## config.mk

```make
export PLATFORM = sky130hd
export DESIGN_NAME = pulse_demodulator
export DESIGN_NICKNAME = d
export VERILOG_FILES = /design/src/rtl/pulse_demodulator.sv
export SDC_FILE = /design/constraint.sdc
export NUM_CORES = 1
export LEC_CHECK = 0
export ABC_AREA = 0
export CORE_ASPECT_RATIO = 0.75
export CORE_MARGIN = 1
export CORE_UTILIZATION = 35
export CTS_CLUSTER_DIAMETER = 80
export DETAILED_ROUTE_END_ITERATION = 8
export PLACE_DENSITY = 0.52
export SETUP_SLACK_MARGIN = 0.05
export SLEW_MARGIN = 0
export SYNTH_ARGS = -nofsm -noshare
export SYNTH_HDL_FRONTEND = slang
export SYNTH_SLANG_ARGS = --single-unit
```

## constraint.sdc

```tcl
create_clock -name clock -period 4.7 [get_ports clock]
set_input_delay 0.705 -clock clock [delete_from_list [all_inputs] [get_ports clock]]
set_output_delay 0.705 -clock clock [all_outputs]
set_load 0.01 [all_outputs]
```

## src/rtl/pulse_demodulator.sv

```systemverilog
// pulse_demodulator
//   Receive-side detector for the backscatter trigger pulse. Synchronizes and
//   debounces an idle-high line. It then looks for a long high followed by a
//   long low followed by a return high, and measures the low width in clocks.
//
// Ports:
//   clock         system clock
//   reset         asynchronous, active-low reset
//   enable        1 = detector runs, 0 = held in IDLE (front end keeps tracking)
//   input_signal  raw line, idle high, asynchronous to clock
//   pulse_valid   one-cycle strobe: accepted pulse
//   pulse_error   one-cycle strobe: rejected pulse
//   error_code    00 none, 01 low too short, 10 low timeout (valid with pulse_error)
//   pulse_width   measured low width, updated with either strobe, held otherwise
//   pulse_count   accepted pulses, wraps modulo 2^16
//   busy          1 while measuring the low phase
module pulse_demodulator #(
   parameter int unsigned HIGH_MIN = 2400,
   parameter int unsigned LOW_MIN  = 60000,
   parameter int unsigned LOW_MAX  = 63000,
   parameter int unsigned DEBOUNCE = 4
) (
   input  logic        clock,
   input  logic        reset,
   input  logic        enable,
   input  logic        input_signal,
   output logic        pulse_valid,
   output logic        pulse_error,
   output logic [1:0]  error_code,
   output logic [15:0] pulse_width,
   output logic [15:0] pulse_count,
   output logic        busy
);

   localparam logic [15:0] HIGH_MIN_C = 16'(HIGH_MIN);
   localparam logic [15:0] LOW_MIN_C  = 16'(LOW_MIN);
   localparam logic [15:0] LOW_MAX_C  = 16'(LOW_MAX);
   localparam logic [3:0]  DB_LAST    = 4'(DEBOUNCE - 1);

   typedef enum logic [1:0] {
      IDLE,
      HIGH_COUNT,
      LOW_COUNT
   } state_t;

   logic        sync1, sync2, level;
   logic [3:0]  db_cnt;

   state_t      state, state_n;
   logic [15:0] high_cnt, high_n;
   logic [15:0] low_cnt, low_n;
   logic        valid_n, error_n;
   logic [1:0]  code_n;
   logic [15:0] width_n, count_n;

   // Front end. Both edges take the same 2+DEBOUNCE clocks to reach 'level',
   // so a measured filtered width equals the raw width.
   always_ff @(posedge clock or negedge reset) begin
      if (!reset) begin
         sync1  <= 1'b1;
         sync2  <= 1'b1;
         level  <= 1'b1;
         db_cnt <= '0;
      end else begin
         sync1 <= input_signal;
         sync2 <= sync1;
         if (sync2 != level) begin
            if (db_cnt == DB_LAST) begin
               level  <= sync2;
               db_cnt <= '0;
            end else begin
               db_cnt <= db_cnt + 4'd1;
            end
         end else begin
            db_cnt <= '0;
         end
      end
   end

   always_ff @(posedge clock or negedge reset) begin
      if (!reset) begin
         state       <= IDLE;
         high_cnt    <= '0;
         low_cnt     <= '0;
         pulse_valid <= 1'b0;
         pulse_error <= 1'b0;
         error_code  <= '0;
         pulse_width <= '0;
         pulse_count <= '0;
      end else begin
         state       <= state_n;
         high_cnt    <= high_n;
         low_cnt     <= low_n;
         pulse_valid <= valid_n;
         pulse_error <= error_n;
         error_code  <= code_n;
         pulse_width <= width_n;
         pulse_count <= count_n;
      end
   end

   always_comb begin
      state_n = state;
      high_n  = high_cnt;
      low_n   = low_cnt;
      valid_n = 1'b0;
      error_n = 1'b0;
      code_n  = 2'b00;
      width_n = pulse_width;
      count_n = pulse_count;

      if (!enable) begin
         state_n = IDLE;
         high_n  = '0;
         low_n   = '0;
      end else begin
         case (state)
            IDLE: begin
               if (level) begin
                  state_n = HIGH_COUNT;
                  high_n  = 16'd1;
               end
            end
            HIGH_COUNT: begin
               if (level) begin
                  if (high_cnt < HIGH_MIN_C) high_n = high_cnt + 16'd1;
               end else if (high_cnt >= HIGH_MIN_C) begin
                  state_n = LOW_COUNT;
                  low_n   = 16'd1;
               end else begin
                  state_n = IDLE;
                  high_n  = '0;
               end
            end
            LOW_COUNT: begin
               if (!level) begin
                  // Reaching LOW_MAX+1 is detected one step early, when the
                  // count sits at LOW_MAX and the line is still low.
                  if (low_cnt == LOW_MAX_C) begin
                     state_n = IDLE;
                     low_n   = '0;
                     error_n = 1'b1;
                     code_n  = 2'b10;
                     width_n = LOW_MAX_C + 16'd1;
                  end else begin
                     low_n = low_cnt + 16'd1;
                  end
               end else begin
                  // Rising edge: the high that follows restarts the arm count,
                  // so back-to-back pulses each need their own HIGH_MIN.
                  state_n = HIGH_COUNT;
                  high_n  = 16'd1;
                  low_n   = '0;
                  width_n = low_cnt;
                  if (low_cnt >= LOW_MIN_C) begin
                     valid_n = 1'b1;
                     count_n = pulse_count + 16'd1;
                  end else begin
                     error_n = 1'b1;
                     code_n  = 2'b01;
                  end
               end
            end
            default: begin
               state_n = IDLE;
               high_n  = '0;
               low_n   = '0;
            end
         endcase
      end
   end

   assign busy = (state == LOW_COUNT);

endmodule

```

==> run metrics <==
status complete, no violations; Rows 32; Post-CTS Hold Buffers 0; Power Dens Cells about 340 nW/um^2; DP Wirelength 6.02 mm; Hold Path Depth 0; most frequent cells in the layout dfrtp_1 (74), clkdlybuf4s50_1 (39), nand2_1 (30), nand3_1 (23), nor2_1 (22); cell mode on critical path nand3_1; total track usage between 10% and 20%; final wirelength 8.68 mm; Seq cells post-synth a little under 80; fraction of layout instances using a drive strength above 1 between 6 and 7%; CTS Buf Count 9; Slew headroom 26.8%; io pins 41; metal2 WL ~3.4 mm; Avg WL per Cell 15.7 um; Crit path largest cell delay around 0.70 ns; clk sink count between 70 and 80; commonest non-fill, non-tap cell in the layout dfrtp_1; GP Congestion between 0.7 and 0.8; Setup-failing EPs final 0; dpl cells between 500 and 600; clock skew just over 0.006 ns; initial antenna violation count 0; starting density of the core 36.5%; NumNets Final around 430; Worst-path clk slew ~0.050 ns; non-filler instance count after layout roughly 550; clock root buffer clkbuf_16; largest net degree at the start of global routing 78; reg2reg path depth 7; M1 wire length between 4 and 5 mm; Slowest-stage cell, CP clkdlybuf4s50_1; fin area between 4000 and 5000 um^2; DRC viols 0; Pre-antenna DRT Iters 4; post-layout util around 44%; Crit Reg-Reg Startpoint state[0]; Post-CTS Resized 0; Netlist cell types 54; XOR/XNOR Fraction of Synth Area approximately 3.9%; final slew viol count 0; first-pass GRT wire length between 10 and 15 mm; CTS tree yes; CP arrival about 3.3 ns; ys flop type dfrtp_1; Max Cap Viol 0; min-delay worst type reg2reg; syn_area_per_cell ~10 um^2; Port Buffers 40; number of synthesized flops with an enable pin 0; Core Area between 10000 and 15000 um^2; post-CTS setup buffers 0; Final Hold Violating Endpoints 0; fmax ~330 MHz; Cells after Synth 380; Async S/R FF share, synth 100%; CP max FO 13; die height approximately 92 um; worst-skew pair later-pin latency around 0.33 ns; vias in the first global route approximately 2800; via count just under 3000; die area 11300 um^2; TNS Setup 0 ns; Peak VDD IR between 0.2 and 0.25 mV; Final Cycle Share ~65%; synth top area cells dfrtp_1 (49%), a21o_1 (3.3%), ha_1 (3.3%); Critical Setup Path Class in2reg; wire length on met3 between 300 and 400 um; worst reg2reg endpoint pulse_count[15]; DRT antenna net count 0; top routing layer used met4; Die X-Extent 123 um; Synth Area in Compound Gates about 17%; measured slew at the worst slew-check pin around 1.1 ns; Crit. End Element flop; setup slack, reg-to-reg about 1.9 ns; Mapped Nets slightly below 400; area leader, netlist dfrtp_1; critical-path cell list clkdlybuf4s50_1 > nand3_1 > or3_1 > nor3b_1 > nand3_1 > xnor2_1; register area share after synthesis 50.6%; critical path required time around 4.9 ns; largest family of logic cells by synthesized area simple AND/OR/NAND/NOR gates; post-synthesis simple-gate area fraction a little over a fifth; Layout fillers between 900 and 1000; clock buffer depth 2; ant diodes 0; hold path start sync1; Worst Setup Start Kind input pin; minimum clock period 3.04 ns; adder and majority gate portion of the synthesized area under 10%; DR iter-0 viols roughly 220; Synth warnings 0; post-synthesis mux area share less than 1%; post-place instance area between 4000 and 5000 um^2; leakage power between 1.5 and 2 nW; Yosys top cell area share 48.5%; area grow syn2layout 19.7%; RSZ-0062 raised after global routing false; total gr overflow 0; H-tree depth 3; Worst Hold Endpoint sync2; Netlist Area Pre-Place 3820 um^2; Avg Vias per Cell around 5.4
[routing by layer]
metal  up-vias  global-route usage, %
met3         4                   5.60
met5         -                      0
met4         0                   4.88
met1      1433                   26.8
li1       1464                      -
met2        53                   21.3
[through the flow]
stage	power (W)	hold WS (ns)	worst slack, ns
final	0.00154	0.358	1.66
after detailed placement	0.000941	0.351	1.28
after floorplan	0.000877	0.345	2.51
after global routing	0.00163	0.360	1.42
after global placement	0.000937	0.348	1.39
after CTS	0.00157	0.359	1.63
[area by class of cell]
cell class                      count  area, um^2  area share (%)
Timing Repair Buffer               42         413            9.04
Clock inverter                      2        12.5           0.274
Inverter                           15        56.3            1.23
Clock buffer                       11         243            5.31
Multi-Input combinational cell    269        1740            38.2
Tap cell                          136         170            3.72
Sequential cell                    77        1930            42.3
[state kept, by name, indices dropped and copies added, names as in the netlist]
register / flops
high_cnt: 16
low_cnt: 16
pulse_count: 16
pulse_width: 16
db_cnt: 4
error_code: 2
state: 2
level: 1
pulse_error: 1
pulse_valid: 1
sync1: 1
sync2: 1
[worst max path at each step]
| stage | startpoint | endpoint | cells past startpoint |
|---|---|---|---|
| after CTS | enable | pulse_count[13] | 6 |
| final | enable | pulse_count[15] | 6 |
| after detailed placement | enable | pulse_count[15] | 6 |
| after global routing | enable | pulse_count[13] | 6 |
| after floorplan | low_cnt[0] | low_cnt[10] | 8 |
| after global placement | enable | pulse_count[13] | 6 |
[critical path, delay by kind of cell]
kind | cells | cell delay (ns)
buffers and inverters | 1 | 0.70
XOR/XNOR | 1 | 0.15
AND/OR/NAND/NOR | 4 | 1.69
[synth_stat cells (all sizes together), types with 4 or more instances]
master,n
dfrtp,74
nand2,30
nand3,23
nor2,23
o21ai,21
a21o,17
inv,15
xnor2,13
clkbuf,12
nand4,12
a21oi,11
nor4,11
ha,10
and3,9
buf,7
nor3,7
o22a,7
o31ai,7
a22o,5
nand2b,5
a31oi,4
nor2b,4
or2,4
xor2,4
[where the power goes]
part           switching (W)  leakage (nW)  internal [W]
Sequential         0.0000324          1.06      0.000688
Combinational       0.000137         0.807     0.0000700
Clock               0.000247         0.123      0.000362
[cells by family (layout without fill, tap and decap cells)]
logic type                 count (synthesis)  in the layout
AOI/OAI and AO/OA                         95             95
xor gates and xnor gates                  17             17
adders and majority gates                 10             10
buffers and inverters                     34             70
DFF                                       77             77
muxes                                      1              1
and+or+nand+nor                          146            146
No activity file was read; power rests on OpenSTA's default activity.
==> edit 1: new RTL, same settings <==
The 3 states of `state_t` get a one-hot encoding in 3 bits.
--- a/src/rtl/pulse_demodulator.sv
+++ b/src/rtl/pulse_demodulator.sv
@@ -38,8 +38,8 @@
    localparam logic [3:0]  DB_LAST    = 4'(DEBOUNCE - 1);
 
-   typedef enum logic [1:0] {
-      IDLE,
-      HIGH_COUNT,
-      LOW_COUNT
+   typedef enum logic [2:0] {
+      IDLE       = 3'b001,
+      HIGH_COUNT = 3'b010,
+      LOW_COUNT  = 3'b100
    } state_t;
 
Behaviour: same outputs for any inputs over 10 cycles, from zero or initial values and one cycle with reset low; not proved beyond that.
==> edit 1 against the unedited design <==
  * Global-route usage is 0.68 points lower
  * Sequential cell count is 1 higher
  * Synthesized area is 1.0% lower
  * Register-to-register slack hardly changed
  * Final cell count is 0.72% lower
  * Design area hardly changed
  * Routed wire length is 4.1% lower
  * Worst setup slack better by 260 ps
  * Combinational power is 22% lower
  * Total power is 4.8% higher
  * Die area is 0.99% lower
==> edit 1: results (changes against the unedited design) <==
Setup path
  • Crit-path max FO: 10 (was 13)
  • Crit-path slowest cell: o41ai_4 (was clkdlybuf4s50_1)
  • WP data arrival: 3060 ps (was 3260 ps)
  • Crit path max-delay family: simple AND/OR/NAND/NOR gates (unchanged)
  • Slowest stage delay, CP: 720 ps (was 700 ps)

Clock tree
  • CTS Root Buffer Type: clkbuf_16 (unchanged)
  • Cts repair resizes: 0 (unchanged)
  • Worst skew pair latency: approximately 340 ps
  • Clk slew on worst S/H paths: 60 ps

Routing
  • Pre-antenna DRT Iters: 4 (unchanged)
  • Vias: 2850 (was 2954)
  • Final WL: 8.32 mm (was 8.68 mm)
  • Initial DRC count: 213 (was 221)

Timing
  • Tightest Pin Transition: 1030 ps (was 1100 ps)
  • Clock Skews: 7.40 ps (was 6.15 ps)

Place
  • Placer congestion estimate: 0.760 (was 0.769)
  • Placed cell count: 532 (was 539)
  • Dpl hpwl: 5.65 mm (was 6.02 mm)
  • IO buf count: 40 (unchanged)

Layout
  • Final nets: 417 (was 428)
  • Share of cells above drive strength 1: 0.0777 (was 0.0697)
  • Fillers: 980 (was 982)
  • Final cell count without fillers: 548 (was 552)

Global routing
  • Largest net degree at the start of global routing: 79 (was 78)
  • Global-route wire length before repair: 13.9 mm (was 14.6 mm)
  • Vias in the first global route: 2726 (was 2752)
  • Total track usage: 0.163 (was 0.170)

Power
  • Pleak: 1.88 nW (was 1.99 nW)
  • Worst-case vdd ir drop: 0.235 mV (was 0.216 mV)
  • P_sw: 424 µW (was 416 µW)

Synthesis
  • Syn Inst Count: 373 (was 380)
  • Synth top area cells: dfrtp_1 49%, o21ai_0 4.9%, xnor2_1 3.9% (was dfrtp_1 49%, a21o_1 3.3%, ha_1 3.3%)
  • Top-area cell type share of the netlist area: 0.490 (was 0.485)
  • Distinct cells, synth: 50 (was 54)
  • Top cells by count, synth: 74 x dfrtp_1, 37 x o21ai_0, 29 x nand3_1 (was 74 x dfrtp_1, 30 x nand2_1, 23 x nand3_1)
  • Post-synthesis sequential area ratio: 0.518 (was 0.506)
  • FFs w/ async S/R, synth: 1.00 (unchanged)
  • Net count after synthesis: 383 (was 394)

Outcome
  • Outcome: finished, final reports clean (unchanged)

Hold path
  • Worst min path class: register to register (unchanged)
==> edit 1: changes by cell type in the layout (fill, tap and decap cells not counted), sizes merged, moves of 6 or more <==
| cell | change |
|---|---|
| nor4 | -9 |
| o31ai | -6 |
| a21oi | +12 |
| a21o | -15 |
| nand3 | +7 |
| o21ai | +16 |
| or3 | +6 |
==> edit 1: worst reg2reg max path, stage by stage, from the launching register on <==
cell,delay [ps]
dfrtp_1,480
or4b_4,600
o41ai_4,720
nor2b_1,670
o22a_1,250
==> edit 1: through the flow <==
stage / cell area [µm²] / hold slack [ps] / worst slack (ps)
final: 4570 / 355 / 1910
after global routing: 4570 / 360 / 1720
after CTS: 4570 / 356 / 1900
after detailed placement: 4270 / 348 / 1580
after global placement: 4270 / 346 / 1610
after floorplan: 3780 / 345 / 2460
==> edit 1: layout make-up <==
cell class | instances | share of cell area
Clock buffer | 10 | 0.0523
Inverter | 11 | 0.00903
Clock inverter | 6 | 0.0150
Sequential cell | 78 | 0.428
Multi-Input combinational cell | 267 | 0.372
Tap cell | 136 | 0.0372
Timing Repair Buffer | 40 | 0.0870
==> edit 1: logic make-up (layout without fill, tap and decap cells) <==
group | after synthesis | in the layout | share of synthesized area
adders and majority gates | 6 | 6 | 0.0199
buffers and inverters | 28 | 67 | 0.0321
DFF | 78 | 78 | 0.518
AOI/OAI and AO/OA | 93 | 93 | 0.158
xor gates and xnor gates | 21 | 21 | 0.0487
muxes | 3 | 3 | 0.00861
and+or+nand+nor | 144 | 144 | 0.215
==> edit 1: power by group through the flow <==
| stage | Clock (mW) | Sequential [mW] | Combinational (mW) |
|---|---|---|---|
| finish | 0.709 | 0.740 | 0.161 |
| global route | 0.759 | 0.744 | 0.186 |
| CTS | 0.729 | 0.739 | 0.163 |
| detailed placement | 0 | 0.752 | 0.163 |
| global placement | 0 | 0.751 | 0.162 |
| floorplan | 0 | 0.724 | 0.140 |
==> edit 1: per-layer routing <==
metal / share of wire / global-route usage
met1: 0.55 / 0.249
met2: 0.40 / 0.213
met3: 0.039 / 0.0435
met4: 0.014 / 0.0648
met5: 0 / 0
==> edit 1: final timing paths <==
check	slack, ps	from	cells after the start	end
worst max-delay path	1910	low_cnt[11]$_DFFE_PN0P_	4	pulse_width[9]$_DFFE_PN0P_
max in group asynchronous	3540	reset	1	db_cnt[1]$_DFF_PN0_
worst min register to register	360	sync1$_DFF_PN1_	0	sync2$_DFF_PN1_
worst min-delay path	360	sync1$_DFF_PN1_	0	sync2$_DFF_PN1_
min in group asynchronous	530	reset	1	pulse_count[9]$_DFFE_PN0P_
worst max register to register	1910	low_cnt[11]$_DFFE_PN0P_	4	pulse_width[9]$_DFFE_PN0P_
==> edit 2: new RTL, config.mk and constraints unchanged <==
Made on the original files. `HIGH_MIN`: 2400 -> 1200.
--- a/src/rtl/pulse_demodulator.sv
+++ b/src/rtl/pulse_demodulator.sv
@@ -16,5 +16,5 @@
 //   busy          1 while measuring the low phase
 module pulse_demodulator #(
-   parameter int unsigned HIGH_MIN = 2400,
+   parameter int unsigned HIGH_MIN = 1200,
    parameter int unsigned LOW_MIN  = 60000,
    parameter int unsigned LOW_MAX  = 63000,
Check against the original RTL: no difference found for any inputs over 10 cycles, from zero or initial values and one cycle with reset low; that may be too few to reach the edited logic, so the function may still have changed.
==> edit 2 against the unedited design <==
  * Routed wire length shrank 1.8%
  * Sequential cell count is the same
  * Worst hold slack lost 3.0 ps
  * First-iteration DRC count shrank 24%
  * Total power grew 9.3%
  * Design area shrank 0.16%
  * Critical path depth is the same
  * Synthesized area shrank 1.6%
  * Die area shrank 1.6%
  * Worst setup slack gained 37 ps
  * Combinational power grew 3%
  * Clock power grew 21%
  * Critical path type unchanged
  * Largest cell class unchanged
  * Largest power group is now clock
==> edit 2: results (changes against the unedited design) <==
Outcome
  • Outcome: finished, final reports clean (unchanged)

Timing
  • Final worst slack: 1690 ps (was 1660 ps)
  • Tightest Pin Transition: 965 ps (was 1100 ps)

Layout
  • Fillers: 976 (was 982)
  • Share of cells above drive strength 1: 0.0634 (was 0.0697)
  • Post-route cell area: 0.00456 mm² (was 0.00457 mm²)
  • Final nets: 419 (was 428)

Synthesis
  • Synth Area in Compound Gates: 0.148 (was 0.173)
  • Synth top area cells: dfrtp_1 49%, o21ai_0 4.8%, ha_1 3.3% (was dfrtp_1 49%, a21o_1 3.3%, ha_1 3.3%)
  • Adder-Cell Fraction of Synth Area: 0.0333 (was 0.0328)
  • Net count after synthesis: 389 (was 394)
  • Avg Cell Area, Syn: 10.0 µm² (about the same)
  • Mux cell area share after synthesis: 0.0117 (was 0.00295)
  • Post-synthesis xor/xnor area fraction: 0.0397 (was 0.0390)

Routing
  • Vias per cell: 5.41 (was 5.35)
  • Initial DRC count: 167 (was 221)

Place
  • Pre-CTS setup slack: 1350 ps (was 1280 ps)
  • Placed cell areas: 0.00424 mm² (was 0.00431 mm²)
  • Placer congestion estimate: 0.791 (was 0.769)

Power
  • Comb power frac: 0.127 (was 0.135)
  • Sequential power share: 0.434 (was 0.469)
  • Worst-case vdd ir drop: 0.163 mV (was 0.216 mV)

Setup path
  • WP data arrival: 3230 ps (was 3260 ps)
  • Slowest stage delay, CP: 680 ps (was 700 ps)
  • FF-to-FF Start: low_cnt[0]$_DFFE_PN0P_ (was state[0]$_DFFE_PN0P_)
  • Critical R2R Capture: low_cnt[13]$_DFFE_PN0P_ (was pulse_count[15]$_DFFE_PN0P_)

Global routing
  • Total track usage: 0.167 (was 0.170)
[edit 2: area by class of cell]
class	instances	area share
multi-input cells	264	0.371
clock buffers	11	0.0510
flip-flops and latches	77	0.423
well taps	136	0.0373
repair buffers	41	0.0889
inverters	12	0.00987
clock inverters	5	0.0187
[edit 2: how the worst max path moves through the flow]
stage	start	to	cells after the start
2_1_floorplan	enable	low_cnt[6]$_DFFE_PN0P_	6
3_3_place_gp	enable	low_cnt[6]$_DFFE_PN0P_	6
3_5_place_dp	enable	low_cnt[6]$_DFFE_PN0P_	6
4_1_cts	low_cnt[0]$_DFFE_PN0P_	low_cnt[13]$_DFFE_PN0P_	7
5_1_grt	enable	low_cnt[6]$_DFFE_PN0P_	6
6_report	enable	low_cnt[8]$_DFFE_PN0P_	6
[edit 2: metal layers]
metal	part of all wire	wire length, µm	track usage	up-vias
li1	-	-	-	1443
met1	0.51	4390	0.242	1433
met2	0.42	3590	0.241	71
met3	0.053	453	0.0473	8
met4	0.011	90	0.0494	0
met5	0	0	0	-
